===== config.mk =====
export PLATFORM = sky130hd
export DESIGN_NAME = ps2_frame_receiver
export DESIGN_NICKNAME = d
export VERILOG_FILES = /design/src/rtl/ps2_frame_receiver.sv
export SDC_FILE = /design/constraint.sdc
export NUM_CORES = 1
export LEC_CHECK = 0
export BUFFER_PORTS_ARGS = -buffer_cell sky130_fd_sc_hd__buf_2
export CAP_MARGIN = 25
export CORE_MARGIN = 2
export CORE_UTILIZATION = 30
export DETAILED_ROUTE_END_ITERATION = 8
export PLACE_DENSITY = 0.55
export SLEW_MARGIN = 20
export SYNTH_ARGS = -nofsm -noshare
export SYNTH_HDL_FRONTEND = slang
export SYNTH_SLANG_ARGS = --single-unit

===== constraint.sdc =====
create_clock -name clk_i -period 2.4 [get_ports clk_i]
set_input_delay 0 -clock clk_i [delete_from_list [all_inputs] [get_ports clk_i]]
set_output_delay 0 -clock clk_i [all_outputs]
set_load 0.01 [all_outputs]

===== src/rtl/ps2_frame_receiver.sv =====
// PS/2 device-to-host frame receiver: synchronises and deglitches kb_clk, then shifts in
// start/data/parity/stop bits and reports each frame as a good byte, a parity error or a frame error.
module ps2_frame_receiver #(
  parameter int unsigned SyncStages    = 2,
  parameter int unsigned FilterLen     = 8,
  parameter int unsigned TimeoutCycles = 20000
) (
  input  logic       clk_i,
  input  logic       rst_ni,
  input  logic       kb_clk_i,
  input  logic       kb_data_i,
  output logic [7:0] scan_code_o,
  output logic       valid_scan_code_o,
  output logic       parity_err_o,
  output logic       frame_err_o
);

  localparam int unsigned FiltW = $clog2(FilterLen + 1);
  localparam int unsigned TmoW  = $clog2(TimeoutCycles + 1);
  localparam logic [FiltW-1:0] FiltLast = FiltW'(FilterLen - 1);
  localparam logic [TmoW-1:0]  TmoLast  = TmoW'(TimeoutCycles - 1);

  localparam logic [1:0] StIdle   = 2'd0;
  localparam logic [1:0] StData   = 2'd1;
  localparam logic [1:0] StParity = 2'd2;
  localparam logic [1:0] StStop   = 2'd3;

  logic [SyncStages-1:0] clk_sync_q, data_sync_q;
  logic                  kb_clk_s, kb_data_s;

  logic             filt_q, filt_d;
  logic [FiltW-1:0] filt_cnt_q, filt_cnt_d;
  logic             fall_q, fall_d;

  logic [1:0]      state_q, state_d;
  logic [2:0]      bit_cnt_q, bit_cnt_d;
  logic [7:0]      shift_q, shift_d;
  logic            parity_q, parity_d;
  logic [TmoW-1:0] tmo_cnt_q, tmo_cnt_d;
  logic [7:0]      scan_code_q, scan_code_d;
  logic            valid_q, valid_d;
  logic            perr_q, perr_d;
  logic            ferr_q, ferr_d;

  assign kb_clk_s  = clk_sync_q[SyncStages-1];
  assign kb_data_s = data_sync_q[SyncStages-1];

  // Filtered clock flips only after FilterLen consecutive samples disagree with it.
  always_comb begin
    filt_d     = filt_q;
    filt_cnt_d = '0;
    if (kb_clk_s != filt_q) begin
      if (filt_cnt_q == FiltLast) begin
        filt_d = kb_clk_s;
      end else begin
        filt_cnt_d = filt_cnt_q + 1'b1;
      end
    end
    fall_d = filt_q & ~filt_d;
  end

  always_comb begin
    state_d     = state_q;
    bit_cnt_d   = bit_cnt_q;
    shift_d     = shift_q;
    parity_d    = parity_q;
    tmo_cnt_d   = tmo_cnt_q;
    scan_code_d = scan_code_q;
    valid_d     = 1'b0;
    perr_d      = 1'b0;
    ferr_d      = 1'b0;

    if (fall_q || state_q == StIdle) begin
      tmo_cnt_d = '0;
    end else if (tmo_cnt_q != TmoLast) begin
      tmo_cnt_d = tmo_cnt_q + 1'b1;
    end

    unique case (state_q)
      StIdle: begin
        if (fall_q && !kb_data_s) begin
          bit_cnt_d = '0;
          shift_d   = '0;
          state_d   = StData;
        end
      end
      StData: begin
        if (fall_q) begin
          shift_d   = {kb_data_s, shift_q[7:1]};
          bit_cnt_d = bit_cnt_q + 1'b1;
          if (bit_cnt_q == 3'd7) state_d = StParity;
        end
      end
      StParity: begin
        if (fall_q) begin
          parity_d = kb_data_s;
          state_d  = StStop;
        end
      end
      StStop: begin
        if (fall_q) begin
          state_d = StIdle;
          if (!kb_data_s) begin
            ferr_d = 1'b1;
          end else if (^{parity_q, shift_q}) begin
            valid_d     = 1'b1;
            scan_code_d = shift_q;
          end else begin
            perr_d = 1'b1;
          end
        end
      end
      default: state_d = StIdle;
    endcase

    // A fall on the terminal count keeps the frame alive.
    if (state_q != StIdle && !fall_q && tmo_cnt_q == TmoLast) begin
      ferr_d    = 1'b1;
      state_d   = StIdle;
      tmo_cnt_d = '0;
    end
  end

  always_ff @(posedge clk_i or negedge rst_ni) begin
    if (!rst_ni) begin
      clk_sync_q  <= '1;
      data_sync_q <= '1;
      filt_q      <= 1'b1;
      filt_cnt_q  <= '0;
      fall_q      <= 1'b0;
      state_q     <= StIdle;
      bit_cnt_q   <= '0;
      shift_q     <= '0;
      parity_q    <= 1'b0;
      tmo_cnt_q   <= '0;
      scan_code_q <= '0;
      valid_q     <= 1'b0;
      perr_q      <= 1'b0;
      ferr_q      <= 1'b0;
    end else begin
      clk_sync_q  <= {clk_sync_q[SyncStages-2:0], kb_clk_i};
      data_sync_q <= {data_sync_q[SyncStages-2:0], kb_data_i};
      filt_q      <= filt_d;
      filt_cnt_q  <= filt_cnt_d;
      fall_q      <= fall_d;
      state_q     <= state_d;
      bit_cnt_q   <= bit_cnt_d;
      shift_q     <= shift_d;
      parity_q    <= parity_d;
      tmo_cnt_q   <= tmo_cnt_d;
      scan_code_q <= scan_code_d;
      valid_q     <= valid_d;
      perr_q      <= perr_d;
      ferr_q      <= ferr_d;
    end
  end

  assign scan_code_o       = scan_code_q;
  assign valid_scan_code_o = valid_q;
  assign parity_err_o      = perr_q;
  assign frame_err_o       = ferr_q;

endmodule

* Word-level counts from Yosys, hierarchy flattened *
Index checks and enable logic that the tools add are counted.

word-level totals
  flip-flop bits (word level) = 50
  bits in latches = 0
  bits in writable memories = 0
  ROM bits = 0
  bits of input ports = 4
  memories = 0

cells by class
  $add $sub $neg = 3
  multipliers = 0
  div/mod/pow operators = 0
  magnitude comparators = 0
  equal/unequal tests = 15
  shift-type cells = 0
  muxes and demuxes = 32
  bitwise gates (word level) = 2
  reductions and logical operators = 15

operator list
  kind                   number
  $mux 15                3
  $mux 8                 2
  $pmux 8 s2             1
  $add 15x1->15 const B  1
  $eq 15x15->1 const B   1
  $ne 15x15->1 const B   1
  $mux 1                 14
  $mux 2                 6
  $ne 3x3->1 const B     4
  $reduce_xor 9->1       1
  $mux 4                 2
  $pmux 2 s4             1
  $mux 3                 2
  $pmux 3 s2             1
  $reduce_and 5->1       1
  $add 4x1->4 const B    1
  $eq 2x2->1 const B     2
  $eq 4x3->1 const B     1
  $reduce_and 4->1       1
  $reduce_bool 2->1      2
  $add 3x1->3 const B    1
  $eq 3x3->1 const B     1
  $logic_and 1x1->1      3
  $ne 3x1->1 const B     1
  other kinds (12)       13

* Depth between registers and ports, before layout *
Gate-level depths: netlist of run 1.

  depth after elaboration = 5
  gate-level depth with buffers = 8
  depth with buffers taken out = 6

* Worst setup path after synthesis of run 1 *
Ideal clock, no wire load.

  kind = register to register
  start point = reg shift_q[1]
  end point = reg scan_code_q[0] (netlist: scan_code_o[0])
  setup time = 0.125 ns
  arrival time = 1.688 ns
  data required time = 2.275 ns
  path slack = 0.587 ns
  stages on the path, launching flop included = 5
  path through = dfrtp_1 xor2_1 xnor3_2 mux2i_4 mux2_2

on the way
  word-level cells in the longest chain between the ends = 2

ends and longest elaborated chain
  element                     RTL line  RTL
  start: declaration          37        logic [7:0] shift_q, shift_d;
  start signal: assignment    148       shift_q <= shift_d;
  $reduce_xor 9->1            105       end else if (^{parity_q, shift_q}) begin
  $reduce_and 4->1 (no line)  -
  end signal: assignment      151       scan_code_q <= scan_code_d;
  end: declaration            40        logic [7:0] scan_code_q, scan_code_d;

Every way passes these cells.
A chain may end at the register's enable or synchronous reset.

* Final worst setup path of run 1 *
  start point = reg shift_q[1]
  end point = reg scan_code_q[5] (netlist: scan_code_o[5])

Same word-level chain as after synthesis.

==> results of run 1 <==
[flip-flops by register name, summed over array words and instances (netlist names)]
register	cells
bit_cnt_q	3
clk_sync_q	2
data_sync_q	2
fall_q	1
filt_cnt_q	4
filt_q	1
frame_err_o	1
parity_err_o	1
parity_q	1
scan_code_o	8
shift_q	8
state_q	2
tmo_cnt_q	15
valid_scan_code_o	1
[final timing paths]
path / startpoint / to / slack (ns) / cells after the start
worst max register to register: shift_q[1] / scan_code_o[5] / 0.43 / 4
worst min-delay path: rst_ni / tmo_cnt_q[7] / 0.18 / 2
min in group clk_i: kb_clk_i / clk_sync_q[0] / 0.34 / 2
max in group asynchronous: rst_ni / data_sync_q[1] / 1.42 / 3
worst max-delay path: shift_q[1] / scan_code_o[5] / 0.43 / 4
worst min register to register: data_sync_q[0] / data_sync_q[1] / 0.36 / 0
[cell families after synthesis]
kind of cell	after synthesis	share of synthesized area (%)
AND/OR/NAND/NOR	81	17.3
buffers and inverters	13	2.13
multiplexers	11	5.90
AO/OA/AOI/OAI	26	6.88
adder cells (fa/ha/maj)	8	4.37
flip-flops	50	54.9
XOR/XNOR	19	8.52
[worst register-to-register path: stages (launching register included)]
cell	delay, ns
dfrtp_1	0.43
xor2_1	0.17
xnor3_2	0.44
mux2i_4	0.43
mux2_2	0.38
[power groups by stage]
stage                     Sequential, mW  Combinational [mW]  Clock (mW)
final                               1.00               0.446       0.589
after global routing                1.02               0.514       0.648
after CTS                           1.01               0.457       0.611
after detailed placement            1.02               0.451           0
after global placement              1.02               0.448           0
after floorplan                     1.00               0.347           0
[placed cells by master, fill, tap and decap left out, drive strengths merged, types with 2 or more instances in the layout]
cell type	n
xor2	11
dfstp	5
xnor2	6
dlygate4sd3	3
nand4	6
nand2b	2
mux2	10
nand2	30
nand3	9
inv	5
dfrtp	45
and4	4
ha	8
buf	18
a21oi	3
nor2	17
nor3b	2
clkbuf	6
o21ai	15
xnor3	2
[metal layers]
layer	vias to the layer above	global-route usage (%)	part of all wire (%)	wire length, um
met3	7	2.49	2.5	94
met1	724	13.7	53	2010
met5	-	0	0	0
met2	13	14.9	43	1630
met4	0	3.41	1.5	58
li1	751	-	-	-
[metrics by stage]
stage	power [mW]	setup WS [ns]
floorplan	1.35	0.587
global placement	1.47	0.473
detailed placement	1.47	0.436
CTS	2.07	0.421
global route	2.18	0.332
finish	2.04	0.434
[layout make-up]
class / instances / area, sq um
clock buffers: 6 / 72.6
well taps: 99 / 124
multi-input cells: 145 / 985
inverters: 5 / 18.8
flip-flops and latches: 50 / 1260
fillers: 730 / 4710
repair buffers: 21 / 130
clock inverters: 2 / 37.5
==> results.md, run 1 <==
* Outcome: finished clean
* Final hold vios at 0
* Post-synthesis sequential area ratio at 54.9%
* Internal at 1.43 mW
* Most common library cells after synthesis: dfrtp_1 (45), nand2_1 (30), nor2_1 (17)
* Post-synth EDFFs at 0
* Chip Height at just over 90 um
* Number of remaining DRC errors at 0
* CTS tree: yes
* Clock root cell: clkbuf_8
* Final Setup Violations at 0
* Min Tclk post-route at 1.97 ns
* Max Buffers Root-to-Sink at 2
* WP buf/inv at 0
* Reg clk slew, reported paths at about 0.1 ns
* Critical path's slowest cell: xnor3_2
* Placed cell count at ~320
* Core Area at roughly 0.0073 sq mm
* Syn Std Cell Area at around 0.0023 sq mm
* Yosys warns at 0
* Relative slew slack at between 60% and 70%
* Clock Power Share at 28.9%
* Crit-path cells: xor2_1, xnor3_2, mux2i_4, mux2_2
* Yosys reg bits at 50
* CP Capture Type: register
* Hold crit path type: in2async
* Arrival time worst endpoint at between 2 and 2.5 ns
* Period utilization at roughly 80%
* Largest cells by area after synthesis: dfrtp_1 (49%), dfstp_2 (5.7%), mux2_2 (4.9%)
* CP peak stage delay at between 0.4 and 0.5 ns
* Post-DRT Antenna Nets at 0
* Antenna violations before repair at 0
* Final nets at between 200 and 250
* CTS Buf Count at 5
* Detailed Routing Iterations Pass 1 at 4
* Total GRT Usage at 9.84%
* Final core occ at 35.8%
* Hold buffers post-CTS at 3
* Synth Flop Type: dfrtp_1
* Die area at about 0.0084 sq mm
* Post-Syn Nets at 220
* Vias in the first global route at 1424
* Max Fanout on Critical Path at 9
* Global-route wire length before repair at roughly 6700 um
* Fin cells at approximately 330
* Area grow syn2layout at 14.6%
* Post-synthesis cell type count at 39
* Worst-margin pin slew at 0.485 ns
* Vias/cell at 4.56
* Dpl cell area at 0.00248 sq mm
* Required time of the worst setup path at between 2 and 3 ns
* # diodes at 0
* Placer Congestion at ~0.8
* # clock sinks at 50
* Crit start category: register
* Initial drt markers at 88
* Sequential share of power at between 40% and 50%
* Resize count post-CTS at 0
* WL final at 3780 um
* Switching Fraction at 30.0%
* Pwr dens at 777 mW/mm^2
* Crit Path Class: reg2reg
* Combinational share of power at 21.9%
* Num rows at 31
* Postcts setup bufs at 0
* # IOs at 15
* Crit path max-delay family: multiplexers
* Area share of the largest cell type after synthesis at about half
* Fmax at 509 MHz
* Initial Util at 31.3%
* Leakage at approximately 1.2 nW
* Most frequent cell after synthesis: dfrtp_1
* Clock Latency Late Sink at ~0.30 ns
* CTS H-Tree Depth at 2
* PortBufs at 14
* Setup TNS at 0 ns
* Grt ovf at 0
* VDD IR max at ~0.00025 V
* Async SR Flop Fraction at 100%
* Avg Inst Size Synth at between 10 and 15 sq um
* DIE WIDTH at 91.4 um
* Final clock skew at about 0.014 ns
* Max cap viols at 0
* Routed wire length per instance at roughly 12 um
* Post-route cell area at around 0.0026 sq mm
* RSZ-0062 raised after global routing: false
* Via count at about 1500
* HPWL Detailed at ~2600 um
* P_sw at ~0.61 mW
* Post-Syn Instances at between 200 and 250
* Max-slew violations at 0
* Area leader, netlist: dfrtp_1
* Layout cells sized above 1 at 19.2%
* Hold Slack at roughly 0.18 ns
* Largest net degree at the start of global routing at 31
Note: power is estimated with default switching activity, not from simulation.
==> run 2, diff against run 1 <==
PLACE_DENSITY = 0.57   (was 0.55)
clock period = 1.7 ns   (was 2.4 ns; I/O delays follow)
==> run 2 against run 1 <==
Core utilization increased by 3.1 points. Sequential power up 40%. Worst setup slack worse by 0.57 ns. Via count rose by 5.3%. The flow now finishes with violations (negative setup slack). Sequential cell count unchanged. Die area unchanged. Count of clock-buffer cells in the layout up 1.
==> results.md, run 2 (synthesized netlist as in run 1, its figures left out) <==
* Final hold vios at 0
* Crit Path Class: reg2reg
* Largest net degree at the start of global routing at 27
* Max Fanout on Critical Path at 9
* Register-to-Register Path Depth at 5
* Fin cells at roughly 350
* CTS Buf Count at 5
* Clock Latency Late Sink at around 0.30 ns
* WL final at 4090 um
* Initial Util at a little under a third
* Critical path's slowest cell: xnor3_2
* Required time of the worst setup path at 1.89 ns
* Global-route wire length before repair at roughly 7100 um
* Hold crit path type: in2async
* Chip Height at approximately 91 um
* # diodes at 0
* Final setup margin at -0.132 ns
* Grt ovf at 0
* Placer Congestion at 0.784
* CP peak stage delay at about 0.49 ns
* Pwr dens at between 1000 and 1500 mW/mm^2
* Vias/cell at between 4 and 5
* Outcome: complete, but fails checks
* # IOs at 15
* Routed wire length per instance at 11.6 um
* Number of remaining DRC errors at 0
* Reg clk slew, reported paths at approximately 0.090 ns
* Antenna violations before repair at 0
* PortBufs at 14
* Worst-margin pin slew at between 0.5 and 0.6 ns
* Period utilization at 108%
* Placed cell count at between 300 and 400
* Most frequent cells in the layout: dfrtp_1 (45), nand2_1 (30), buf_4 (27)
* Min Tclk post-route at 1.83 ns
* Crit-path cells: xnor2_1, xnor3_2, mux2i_4, buf_12, mux2_2
* Max-slew violations at 0
* Failing checks: negative setup slack
* Layout cells sized above 1 at between 20% and 30%
* Final nets at roughly 270
* Final clock skew at around 0.011 ns
* Max Buffers Root-to-Sink at 2
* VDD IR max at 0.000400 V
* Via count at 1574
* Arrival time worst endpoint at between 2 and 2.5 ns
* Hold Slack at roughly 0.24 ns
* RSZ-0062 raised after global routing: true
* Largest Register: tmo_cnt_q
* Total GRT Usage at between 10% and 20%
* Initial drt markers at between 80 and 90
* Clock root cell: clkbuf_8
* CTS H-Tree Depth at 2
* Vias in the first global route at 1572
* Fmax at around 550 MHz
* Final Setup Violations at 8
* Detailed Routing Iterations Pass 1 at 4
* Crit path max-delay family: XOR/XNOR gates
* CP Depth at 5
* Post-DRT Antenna Nets at 0
* CTS tree: yes
* CP Capture Type: register
* Crit start category: register
* Dpl cell area at around 0.0027 sq mm
* WP buf/inv at 1
* Relative slew slack at between 60% and 70%
* DIE WIDTH at a little over 90 um
* Area grow syn2layout at 24.6%
* Most common cell after layout, fill and taps aside: dfrtp_1
* HPWL Detailed at just under 3000 um
* Num rows at 31
* Final core occ at about 40%
* Post-route cell area at around 0.0029 sq mm
* Max reg flops at 15
* Core Area at 0.00733 sq mm
* Leakage at approximately 1.4 nW
* Die area at 0.00835 sq mm
* Max cap viols at 0
* # clock sinks at 50
* # fillers at 707
run 2: cell count changes in the layout (fill, tap and decap cells not counted), sizes merged:
cell	before	now
buf	18	43
clkinvlp	1	0
clkbuf	6	7
run 2: what timing repair did:
item / in CTS / in global routing
endpoints found under the hold margin: 21 / 0
setup endpoints to repair: 9 / 20
hold buffers: 3 / 0
pin swaps: 2 / 0
buffers inserted: 1 / 2
resized for setup: 4 / 2
run 2: worst reg2reg max path, stage by stage (launching register included):
cell and delay [ns]:
dfrtp_1 0.40, xnor2_1 0.17, xnor3_2 0.49, mux2i_4 0.20, buf_12 0.15, mux2_2 0.32
run 2: area by class of cell:
class	count	area (sq um)	area share, %
tap	99	124	4.34
inverter	5	18.8	0.658
clock buffer	7	76.3	2.67
timing repair buffer	46	343	12.0
clock inverter	1	30.0	1.05
multi-input combinational	145	1000	35.2
sequential	50	1260	44.1
run 2: path summary, 6_finish.rpt:
check,from,to,slack [ns]
setup / recovery,shift_q[7],scan_code_o[7],-0.13
hold / removal,rst_ni,shift_q[6],0.24
setup reg to reg,shift_q[7],scan_code_o[7],-0.13
hold reg to reg,data_sync_q[0],data_sync_q[1],0.36
max in group asynchronous,rst_ni,tmo_cnt_q[5],0.93
min in group clk_i,kb_clk_i,clk_sync_q[0],0.34
run 2: per-layer routing:
layer | track usage [%] | wire [um] | up-vias | part of all wire, %
li1 | - | - | 799 | -
met1 | 14.0 | 2150 | 748 | 53
met2 | 16.5 | 1770 | 19 | 43
met3 | 2.74 | 107 | 8 | 2.6
met4 | 3.79 | 55 | 0 | 1.3
met5 | 0 | 0 | - | 0
run 2: per-stage QoR:
| step | setup slack [ns] | power [mW] | TNS (ns) |
|---|---|---|---|
| 2_1_floorplan | -0.0983 | 1.90 | -0.787 |
| 3_3_place_gp | -0.0826 | 2.17 | -0.660 |
| 3_5_place_dp | -0.145 | 2.18 | -1.14 |
| 4_1_cts | -0.151 | 3.02 | -1.14 |
| 5_1_grt | -0.180 | 3.18 | -1.35 |
| 6_report | -0.132 | 2.99 | -1.00 |
run 2: power breakdown:
group | leakage, nW | switching (mW) | internal (mW)
clock | 0.0524 | 0.378 | 0.441
sequential | 0.671 | 0.0883 | 1.31
combinational | 0.628 | 0.413 | 0.357
total | 1.35 | 0.880 | 2.11
==> run 3, diff against run 2 <==
CTS_CLUSTER_DIAMETER = 50   (was default)
REMOVE_ABC_BUFFERS = 1   (was default)
==> run 3 against run 2 <==
Critical endpoint is now scan_code_o[1]. Hold slack worse by 0.067 ns. Clock skew barely moved. Worst setup slack improved by 0.011 ns. Largest power group unchanged. Cell area rose by 0.35%. Sequential cell count did not move. Register-to-register slack barely moved. Die area is the same. The flow still finishes with violations (negative setup slack).
==> results.md, run 3 (synthesized netlist as in run 1, its figures left out) <==
* # diodes at 0
* Final setup margin at -0.122 ns
* # clock sinks at 50
* Period utilization at 107%
* Post-DRT Antenna Nets at 0
* Final clock skew at 0.0113 ns
* Clock Latency Late Sink at around 0.3 ns
* Reg clk slew, reported paths at about 0.1 ns
* Die area at 0.00835 sq mm
* Via count at about 1600
* Final Setup Violations at 8
* Placer Congestion at between 0.8 and 0.9
* Pwr dens at around 1100 mW/mm^2
* Most common cell after layout, fill and taps aside: dfrtp_1
* Global-route wire length before repair at around 7300 um
* Core Area at around 0.0073 sq mm
* Crit Path Class: reg2reg
* Clock root cell: clkbuf_8
* Outcome: complete, but fails checks
* Antenna violations before repair at 0
* Number of remaining DRC errors at 0
* Most frequent cells in the layout: dfrtp_1 (45), nand2_1 (30), buf_4 (27)
* Max-slew violations at 0
* Required time of the worst setup path at 1.89 ns
* Max Buffers Root-to-Sink at 2
* Grt ovf at 0
* CTS tree: yes
* Critical R2R Launch: shift_q[1]
* Failing checks: negative setup slack
* Worst-margin pin slew at 0.428 ns
* Placed cell count at 341
* Layout cells sized above 1 at 29.0%
* Min Tclk post-route at roughly 1.8 ns
* Area of the multi-input gates at between 0.001 and 0.0015 sq mm
* Largest net degree at the start of global routing at 22
* Hold crit path type: in2async
* Crit start category: register
* Seq. cell area at roughly 0.0013 sq mm
* # fillers at slightly above 700
* Leakage at 1.36 nW
* # IOs at 15
* VDD IR max at roughly 0.00072 V
* Final hold vios at 0
* Hold Slack at 0.172 ns
* Max cap viols at 0
* WL final at approximately 4000 um
* Largest Register: tmo_cnt_q
* CP Capture Type: register
* Area grow syn2layout at 25.0%
* Vias in the first global route at 1591
* Routed wire length per instance at about 11 um
* CTS Buf Count at 5
* Chip Height at just over 90 um
* Vias/cell at 4.44
* Initial Util at between 30% and 40%
* Max Fanout on Critical Path at 9
* Fmax at roughly 550 MHz
* Final nets at 266
* Fin cells at between 300 and 400
* Arrival time worst endpoint at just over 2 ns
* CTS H-Tree Depth at 2
* RSZ-0062 raised after global routing: true
* Detailed Routing Iterations Pass 1 at 4
* Final core occ at 39.1%
* Relative slew slack at around 71%
* Setup TNS at -0.951 ns
* Power Total at ~3.1 mW
* Critical path startpoint: shift_q[1]
* Num rows at 31
* Max reg flops at 15
* PortBufs at 14
* Total GRT Usage at 10.5%
* Initial drt markers at 80
* HPWL Detailed at between 2000 and 3000 um
* DIE WIDTH at between 90 and 100 um
run 3: path summary, 6_finish.rpt:
check                                 endpoint  slack (ns)  cells after the start
worst max-delay path            scan_code_o[1]       -0.12                      5
worst min-delay path             filt_cnt_q[3]        0.17                      2
worst max register to register  scan_code_o[1]       -0.12                      5
worst min register to register   clk_sync_q[1]        0.36                      0
max in group asynchronous           shift_q[3]        0.91                      3
min in group clk_i              data_sync_q[0]        0.35                      2
run 3: metal layers:
layer	up-vias	share of wire, %	track usage, %
met2	18	46	16.2
li1	802	-	-
met1	747	50	14.7
met3	6	2.4	2.24
met5	-	0	0
met4	0	1.3	3.28
run 3: where the power goes:
part           total [mW]  switching [mW]  internal, mW  leakage, nW
logic               0.847           0.437         0.410        0.630
clock network       0.860           0.380         0.480       0.0585
registers            1.40          0.0864          1.31        0.671
total                3.11           0.904          2.20         1.36
run 3: layout make-up:
cell class / count / share of cell area (%)
Clock buffer: 7 / 3.01
Clock inverter: 1 / 1.05
Inverter: 5 / 0.655
Multi-Input combinational cell: 145 / 35.0
Sequential cell: 50 / 43.9
Tap cell: 99 / 4.33
Timing Repair Buffer: 47 / 12.1
run 3: worst max-delay path, cell delays in order (launching register included):
cell and delay, ns:
dfrtp_1 0.40, xor2_1 0.16, xnor3_2 0.43, mux2i_4 0.26, buf_12 0.14, mux2_2 0.32
run 3: timing repair:
action | in CTS | in global routing
setup buffers | 1 | 0
gates cloned | 0 | 1
gates resized for setup | 0 | 13
pin swaps | 0 | 2
hold buffers | 3 | 0
setup endpoints to repair | 8 | 19
endpoints found under the hold margin | 21 | 0
run 3: stage by stage:
stage                     setup slack, ns  area (sq um)
after floorplan                    -0.177          2260
after global placement             -0.168          2670
after detailed placement           -0.159          2670
after CTS                          -0.122          2830
after global routing               -0.200          2860
final                              -0.122          2860
